$ cat src/rtl/user_input_event_decoder_pkg.sv
// ============================================================================
// user_input_pkg : event codes, source indices and priority for the decoder
// Revision: 1.0
// ============================================================================
`default_nettype none

package user_input_pkg;

   localparam logic [2:0] EVT_NONE      = 3'd0;
   localparam logic [2:0] EVT_ROT_LEFT  = 3'd1;
   localparam logic [2:0] EVT_ROT_RIGHT = 3'd2;
   localparam logic [2:0] EVT_CENTER    = 3'd3;
   localparam logic [2:0] EVT_WEST      = 3'd4;
   localparam logic [2:0] EVT_EAST      = 3'd5;
   localparam logic [2:0] EVT_NORTH     = 3'd6;

   localparam int NUM_SRC = 6;
   localparam int NUM_BTN = 4;

   // Source indices double as arbitration priority: lower index wins.
   localparam int SRC_ROT_LEFT  = 0;
   localparam int SRC_ROT_RIGHT = 1;
   localparam int SRC_CENTER    = 2;
   localparam int SRC_WEST      = 3;
   localparam int SRC_EAST      = 4;
   localparam int SRC_NORTH     = 5;

   typedef logic [2:0] evt_code_t;

   function automatic evt_code_t src_code(input int idx);
      case (idx)
         SRC_ROT_LEFT:  return EVT_ROT_LEFT;
         SRC_ROT_RIGHT: return EVT_ROT_RIGHT;
         SRC_CENTER:    return EVT_CENTER;
         SRC_WEST:      return EVT_WEST;
         SRC_EAST:      return EVT_EAST;
         SRC_NORTH:     return EVT_NORTH;
         default:       return EVT_NONE;
      endcase
   endfunction

endpackage

`default_nettype wire

$ cat src/rtl/user_input_event_decoder_if.sv
// ============================================================================
// user_input_event_decoder_if : event valid/ready stream plus FIFO status
// Revision: 1.0
// ============================================================================
`default_nettype none

interface user_input_event_decoder_if #(
   parameter int FIFO_DEPTH = 4
);
   localparam int CNT_W = $clog2(FIFO_DEPTH) + 1;

   logic             evt_valid;
   logic [2:0]       evt_code;
   logic             evt_ready;
   logic [CNT_W-1:0] evt_count;
   logic             overflow;

   modport master (
      output evt_valid,
      output evt_code,
      output evt_count,
      output overflow,
      input  evt_ready
   );

   modport slave (
      input  evt_valid,
      input  evt_code,
      input  evt_count,
      input  overflow,
      output evt_ready
   );

endinterface

`default_nettype wire

$ cat src/rtl/user_input_event_decoder_input_debouncer.sv
// ============================================================================
// input_debouncer : 2-flop sync, stability counter, press (0->1) pulse
// Revision: 1.0
// ============================================================================
`default_nettype none

module input_debouncer #(
   parameter int DEBOUNCE_CYCLES = 50_000
) (
   input  logic clk,
   input  logic reset,
   input  logic raw_i,
   output logic pulse_o
);
   localparam int               CNT_W = $clog2(DEBOUNCE_CYCLES + 1);
   localparam logic [CNT_W-1:0] LAST  = CNT_W'(DEBOUNCE_CYCLES - 1);

   logic [1:0]       sync_q;
   logic             level_q;
   logic [CNT_W-1:0] cnt_q;
   logic             pulse_q;

   always_ff @(posedge clk) begin
      if (reset) begin
         sync_q  <= '0;
         level_q <= 1'b0;
         cnt_q   <= '0;
         pulse_q <= 1'b0;
      end else begin
         sync_q  <= {sync_q[0], raw_i};
         pulse_q <= 1'b0;
         if (sync_q[1] == level_q) begin
            cnt_q <= '0;
         end else if (cnt_q == LAST) begin
            // This cycle is the last of the required differing run.
            level_q <= ~level_q;
            cnt_q   <= '0;
            pulse_q <= ~level_q;
         end else begin
            cnt_q <= cnt_q + CNT_W'(1);
         end
      end
   end

   assign pulse_o = pulse_q;

endmodule

`default_nettype wire

$ cat src/rtl/user_input_event_decoder.sv
// ============================================================================
// user_input_event_decoder : rotary/button inputs -> prioritised event FIFO
// Revision: 1.0
// ============================================================================
`default_nettype none

module user_input_event_decoder
   import user_input_pkg::*;
#(
   parameter int DEBOUNCE_CYCLES = 50_000,
   parameter int FIFO_DEPTH      = 4
) (
   input  logic clk,
   input  logic reset,
   input  logic rotary_a,
   input  logic rotary_b,
   input  logic rotary_center,
   input  logic btn_west,
   input  logic btn_east,
   input  logic btn_north,
   user_input_event_decoder_if.master evt
);
   localparam int PTR_W = $clog2(FIFO_DEPTH);
   localparam int CNT_W = PTR_W + 1;

   logic [1:0] rot_a_sync_q;
   logic [1:0] rot_b_sync_q;
   logic       q1_q;
   logic       q2_q;
   logic       q1_prev_q;
   logic       a_s;
   logic       b_s;
   logic       rot_detent;

   assign a_s = rot_a_sync_q[1];
   assign b_s = rot_b_sync_q[1];

   always_ff @(posedge clk) begin
      if (reset) begin
         rot_a_sync_q <= '0;
         rot_b_sync_q <= '0;
         q1_q         <= 1'b0;
         q2_q         <= 1'b0;
         q1_prev_q    <= 1'b0;
      end else begin
         rot_a_sync_q <= {rot_a_sync_q[0], rotary_a};
         rot_b_sync_q <= {rot_b_sync_q[0], rotary_b};
         q1_prev_q    <= q1_q;
         if (a_s & b_s)
            q1_q <= 1'b1;
         else if (!a_s & !b_s)
            q1_q <= 1'b0;
         if (!a_s & b_s)
            q2_q <= 1'b1;
         else if (a_s & !b_s)
            q2_q <= 1'b0;
      end
   end

   assign rot_detent = q1_q & ~q1_prev_q;

   logic [NUM_BTN-1:0] btn_raw;
   logic [NUM_BTN-1:0] btn_pulse;

   assign btn_raw = {btn_north, btn_east, btn_west, rotary_center};

   for (genvar gi = 0; gi < NUM_BTN; gi++) begin : g_debounce
      input_debouncer #(
         .DEBOUNCE_CYCLES (DEBOUNCE_CYCLES)
      ) u_debouncer (
         .clk     (clk),
         .reset   (reset),
         .raw_i   (btn_raw[gi]),
         .pulse_o (btn_pulse[gi])
      );
   end

   logic [NUM_SRC-1:0] src_evt;

   assign src_evt[SRC_ROT_LEFT]         = rot_detent & ~q2_q;
   assign src_evt[SRC_ROT_RIGHT]        = rot_detent &  q2_q;
   assign src_evt[SRC_NORTH:SRC_CENTER] = btn_pulse;

   logic [NUM_SRC-1:0] pending_q;
   logic [NUM_SRC-1:0] pending_d;
   logic [NUM_SRC-1:0] grant;
   logic [2:0]         push_code;
   logic               push;
   logic               pop;
   logic               can_push;
   logic               lost;

   logic [2:0]       mem_q [FIFO_DEPTH];
   logic [PTR_W-1:0] wr_ptr_q;
   logic [PTR_W-1:0] rd_ptr_q;
   logic [PTR_W-1:0] rd_next;
   logic [CNT_W-1:0] count_q;
   logic [CNT_W-1:0] count_d;
   logic [2:0]       head_q;
   logic [2:0]       head_d;
   logic             valid_q;
   logic             overflow_q;

   assign pop      = valid_q & evt.evt_ready;
   assign can_push = (count_q != CNT_W'(FIFO_DEPTH)) | pop;
   assign rd_next  = rd_ptr_q + PTR_W'(1);

   // Descending scan so the lowest pending index (highest priority) wins.
   always_comb begin
      grant     = '0;
      push_code = EVT_NONE;
      for (int i = NUM_SRC - 1; i >= 0; i--) begin
         if (pending_q[i]) begin
            grant     = NUM_SRC'(1) << i;
            push_code = src_code(i);
         end
      end
      if (!can_push) begin
         grant     = '0;
         push_code = EVT_NONE;
      end
   end

   assign push      = |grant;
   assign lost      = |(src_evt & pending_q);
   assign pending_d = (pending_q & ~grant) | (src_evt & ~pending_q);
   assign count_d   = count_q + CNT_W'(push) - CNT_W'(pop);

   // Head register keeps the last code visible after the FIFO drains.
   always_comb begin
      head_d = head_q;
      if (pop && (count_q > CNT_W'(1)))
         head_d = mem_q[rd_next];
      else if (push && ((count_q == '0) || pop))
         head_d = push_code;
   end

   always_ff @(posedge clk) begin
      if (reset) begin
         pending_q  <= '0;
         overflow_q <= 1'b0;
         wr_ptr_q   <= '0;
         rd_ptr_q   <= '0;
         count_q    <= '0;
         head_q     <= EVT_NONE;
         valid_q    <= 1'b0;
         for (int i = 0; i < FIFO_DEPTH; i++)
            mem_q[i] <= EVT_NONE;
      end else begin
         pending_q  <= pending_d;
         overflow_q <= overflow_q | lost;
         if (push) begin
            mem_q[wr_ptr_q] <= push_code;
            wr_ptr_q        <= wr_ptr_q + PTR_W'(1);
         end
         if (pop)
            rd_ptr_q <= rd_next;
         count_q <= count_d;
         head_q  <= head_d;
         valid_q <= (count_d != '0);
      end
   end

   assign evt.evt_valid = valid_q;
   assign evt.evt_code  = head_q;
   assign evt.evt_count = count_q;
   assign evt.overflow  = overflow_q;

endmodule

`default_nettype wire

$ cat src/flat_wrapper.sv
// flat-port wrapper written by rule: the top's interface ports become plain ports
module user_input_event_decoder_flat import user_input_pkg::*;
#(
   parameter int DEBOUNCE_CYCLES = 50_000,
   parameter int FIFO_DEPTH      = 4
)
  (clk, reset, rotary_a, rotary_b, rotary_center, btn_west, btn_east, btn_north, evt_evt_valid, evt_evt_code, evt_evt_count, evt_overflow, evt_evt_ready);
  user_input_event_decoder_if #(.FIFO_DEPTH(FIFO_DEPTH)) evt_i ();
  input  logic clk;
  input  logic reset;
  input  logic rotary_a;
  input  logic rotary_b;
  input  logic rotary_center;
  input  logic btn_west;
  input  logic btn_east;
  input  logic btn_north;
  output wire logic [$bits(evt_i.evt_valid)-1:0] evt_evt_valid;
  output wire logic [$bits(evt_i.evt_code)-1:0] evt_evt_code;
  output wire logic [$bits(evt_i.evt_count)-1:0] evt_evt_count;
  output wire logic [$bits(evt_i.overflow)-1:0] evt_overflow;
  input wire logic [$bits(evt_i.evt_ready)-1:0] evt_evt_ready;
  assign evt_evt_valid = evt_i.evt_valid;
  assign evt_evt_code = evt_i.evt_code;
  assign evt_evt_count = evt_i.evt_count;
  assign evt_overflow = evt_i.overflow;
  assign evt_i.evt_ready = evt_evt_ready;
  user_input_event_decoder #(.DEBOUNCE_CYCLES(DEBOUNCE_CYCLES), .FIFO_DEPTH(FIFO_DEPTH)) u_core (.clk(clk), .reset(reset), .rotary_a(rotary_a), .rotary_b(rotary_b), .rotary_center(rotary_center), .btn_west(btn_west), .btn_east(btn_east), .btn_north(btn_north), .evt(evt_i));
endmodule
$ cat config.mk
export PLATFORM = sky130hd
export DESIGN_NAME = user_input_event_decoder_flat
export DESIGN_NICKNAME = d
export VERILOG_FILES = /design/src/rtl/user_input_event_decoder_pkg.sv /design/src/rtl/user_input_event_decoder_if.sv /design/src/rtl/user_input_event_decoder_input_debouncer.sv /design/src/rtl/user_input_event_decoder.sv /design/src/flat_wrapper.sv
export SDC_FILE = /design/constraint.sdc
export NUM_CORES = 1
export LEC_CHECK = 0
export CORE_AREA = 2 2 97 99
export DETAILED_ROUTE_END_ITERATION = 10
export DIE_AREA = 0 0 99 101
export PLACE_DENSITY = 0.77
export SETUP_SLACK_MARGIN = 0.3
export SYNTH_ARGS = -nofsm -noshare
export SYNTH_HDL_FRONTEND = slang
export SYNTH_HIERARCHICAL = 1
export SYNTH_SLANG_ARGS = --single-unit
$ cat constraint.sdc
create_clock -name clk -period 2.7 [get_ports clk]
set_input_delay 0.81 -clock clk [delete_from_list [all_inputs] [get_ports clk]]
set_output_delay 0.81 -clock clk [all_outputs]
set_load 0.01 [all_outputs]
==> metrics.txt <==
worst skew pair latency between 0.5 and 0.6 ns; Final Skew 0.006485 ns; crit path cell chain clkdlybuf4s50_1; post-DP HPWL 6.011 mm; r2r worst-path depth 9; Setup crit start kind flip-flop; simple-gate share of the synthesized area 29.84%; via-per-instance ratio 5.475; Pre-Repair DR Iteration Count 4; part of the Yosys area used for sequential elements between 40% and 50%; routed len/inst 13.71 microns; min-delay worst type reg2reg; cells after synthesis just over 500; Least-Margin Pin Slew 0.6422 ns; CP arrival 1.51 ns; MaxCap Viol Count 0; PwrDens around 730 nW/um^2; Crit Path Class reg2out; largest stage delay on the critical path 0.58 ns; Critical Path End Type output pin; vias in the first global route 3523; Worst slew margin 57.19%; TritonCTS clock tree built; number of inserted diodes 0; multiplexer area fraction after synthesis under 10%; Syn Area/Cell just over 10 sq um; Initial Utilization 58.84%; Lkg Pwr 0.002174 uW; Critical-path top delay cell clkdlybuf4s50_1; Ports 17; family with the most delay on the worst path buffers and inverters; post-synth top area share 39.79%; ys async rst share 0%; Top FF cell, synth dfxtp_1; Worst IR Drop VDD between 0.0005 and 0.0006 V; DRC viols 0; Core Area 8977 sq um; setup bufs post-CTS 0; most common library cells after synthesis 105 x dfxtp_1, 104 x nor2_1, 58 x xnor2_1; min cycle time layout between 2 and 2.5 ns; total gr overflow 0; Tot GR Track Use 20.11%; number of routed nets with antenna violations 0; maximum clock path buffer count 2; Post-CTS Hold Fix Bufs 0; Stages on worst setup path 1; Die Area 9999 sq um; FF+latch count, synth 117; TNS Setup 0 ns; initial antenna violation count 0; Hold Path Depth 1; routability-driven placement congestion ratio ~0.79; synth top area cells dfxtp_1 40%, xnor2_1 9.6%, nor2_1 7.4%; Crit path required time 1.89 ns; I/O Buffers 16; fraction of layout cells with a size suffix above 1 17.44%; Unique masters post-synth 53; Post-Synth XOR/XNOR Area 10.78%; H-tree depth 4; number of synthesized flops with an enable pin 12; status finished, final reports clean; routed vias 3685; placed insts 641; Post-Syn Area roughly 5300 sq um; clock slew at reported path FFs 0.06 ns; count leader, synth dfxtp_1; Die H 101 microns; Setup violations, final 0; Compound-Gate Fraction of Synth Area 4.074%; part of the cycle the worst path needs 85.90%; FP Rows 35; WP buf/inv 1; Total Power 4478 uW; YS warnings 6; Synth-to-Final Area Change 16.49%; Hold Fails Final Rpt 0; CTS Buf Count 17; Layout Nets 569; initial drt markers 171; synthesized net count ~540; RSZ-0062 raised after global routing no; Die Width ~99 microns; cell taking the most area after synthesis dfxtp_1; Peak Freq between 400 and 500 MHz; Post-Layout Cell Count 673; largest net degree at the start of global routing 36; largest family of logic cells by synthesized area simple AND/OR/NAND/NOR gates; Slew Limit Fails 0; synthesized-area fraction occupied by adder cells 2.748%; clk sinks 117; total wire length around 9 mm; worst-path fanout max 9; first-pass GRT wire length about 16 mm; clock root buffer clkbuf_8
## layer usage
metal  global-route usage, %  wire (microns)  vias to the layer above
li1                        -               -                     1851
met1                   24.67            4203                     1782
met2                   33.21            4648                       39
met3                   5.201             236                       13
met4                   9.378             140                        0
met5                       0               0                        -
## final cells by class
class	instances	area (sq um)
repair buffers	22	198.9
clock inverters	11	121.4
fillers	656	2824
clock buffers	21	470.5
multi-input cells	367	2668
flip-flops and latches	117	2466
inverters	24	90.09
well taps	111	138.9
## path summary, 6_finish.rpt
| check | from | to | slack [ns] |
|---|---|---|---|
| setup / recovery | u_core/evt.evt_count[2] | evt_evt_count[2] | 0.38 |
| hold / removal | u_core/g_debounce[3].u_debouncer/sync_q[0] | u_core/g_debounce[3].u_debouncer/sync_q[1] | 0.44 |
| setup reg to reg | u_core/pending_q[0] | u_core/evt.evt_valid | 0.47 |
| hold reg to reg | u_core/g_debounce[3].u_debouncer/sync_q[0] | u_core/g_debounce[3].u_debouncer/sync_q[1] | 0.44 |
## cells in the final DEF, fill, tap and decap left out, drive strengths merged, types with 8 or more instances in the layout
cell type        n
and4bb           8
clkbuf          21
clkdlybuf4s50   14
dfxtp          105
edfxtp          12
ha              10
inv             26
nand2           21
nand3           21
nand4           12
nor2           108
nor2b           17
nor3            27
nor4            12
nor4b            8
xnor2           58
## where the power goes
group	leakage [uW]	switching, uW	internal (uW)
clock	0.000286	777	1410
sequential	0.000975	69.5	1810
combinational	0.000914	199	205
total	0.00217	1040	3430
## registers in the layout (all words and copies together), names as in the netlist
register	count
u_core/evt.evt_code	3
u_core/evt.evt_count	3
u_core/evt.evt_valid	1
u_core/evt.overflow	1
u_core/g_debounce.u_debouncer/cnt_q	64
u_core/g_debounce.u_debouncer/level_q	4
u_core/g_debounce.u_debouncer/pulse_o	4
u_core/g_debounce.u_debouncer/sync_q	8
u_core/mem_q	12
u_core/pending_q	6
u_core/q1_prev_q	1
u_core/q1_q	1
u_core/q2_q	1
u_core/rd_ptr_q	2
u_core/rot_a_sync_q	2
u_core/rot_b_sync_q	2
u_core/wr_ptr_q	2
## logic make-up (layout without fill, tap and decap cells)
| family | count (synthesis) | count (layout) |
|---|---|---|
| AO/OA/AOI/OAI | 27 | 27 |
| multiplexers | 11 | 11 |
| buffers and inverters | 34 | 78 |
| AND/OR/NAND/NOR | 253 | 253 |
| XOR/XNOR | 65 | 65 |
| adder cells (fa/ha/maj) | 11 | 11 |
| flip-flops | 117 | 117 |
## stage by stage
step | hold WS (ns) | setup WS [ns] | util, % | area, sq um
floorplan | 0.4138 | 0.2518 | - | 5295
global placement | 0.4186 | -0.2340 | 61.92 | 5559
detailed placement | 0.4309 | -0.3711 | 61.92 | 5559
CTS | 0.4443 | 0.3040 | 68.53 | 6152
global route | 0.4689 | 0.3033 | 68.54 | 6153
finish | 0.4417 | 0.3806 | 68.54 | 6153
## what timing repair did
item / CTS / global route
endpoints found under the setup margin: 5 / 1
resized for setup: 3 / 1
pin swaps: 1 / 0
endpoints found under the hold margin: 0 / 0
gates cloned: 0 / 0
No activity file was read; power rests on OpenSTA's default activity.
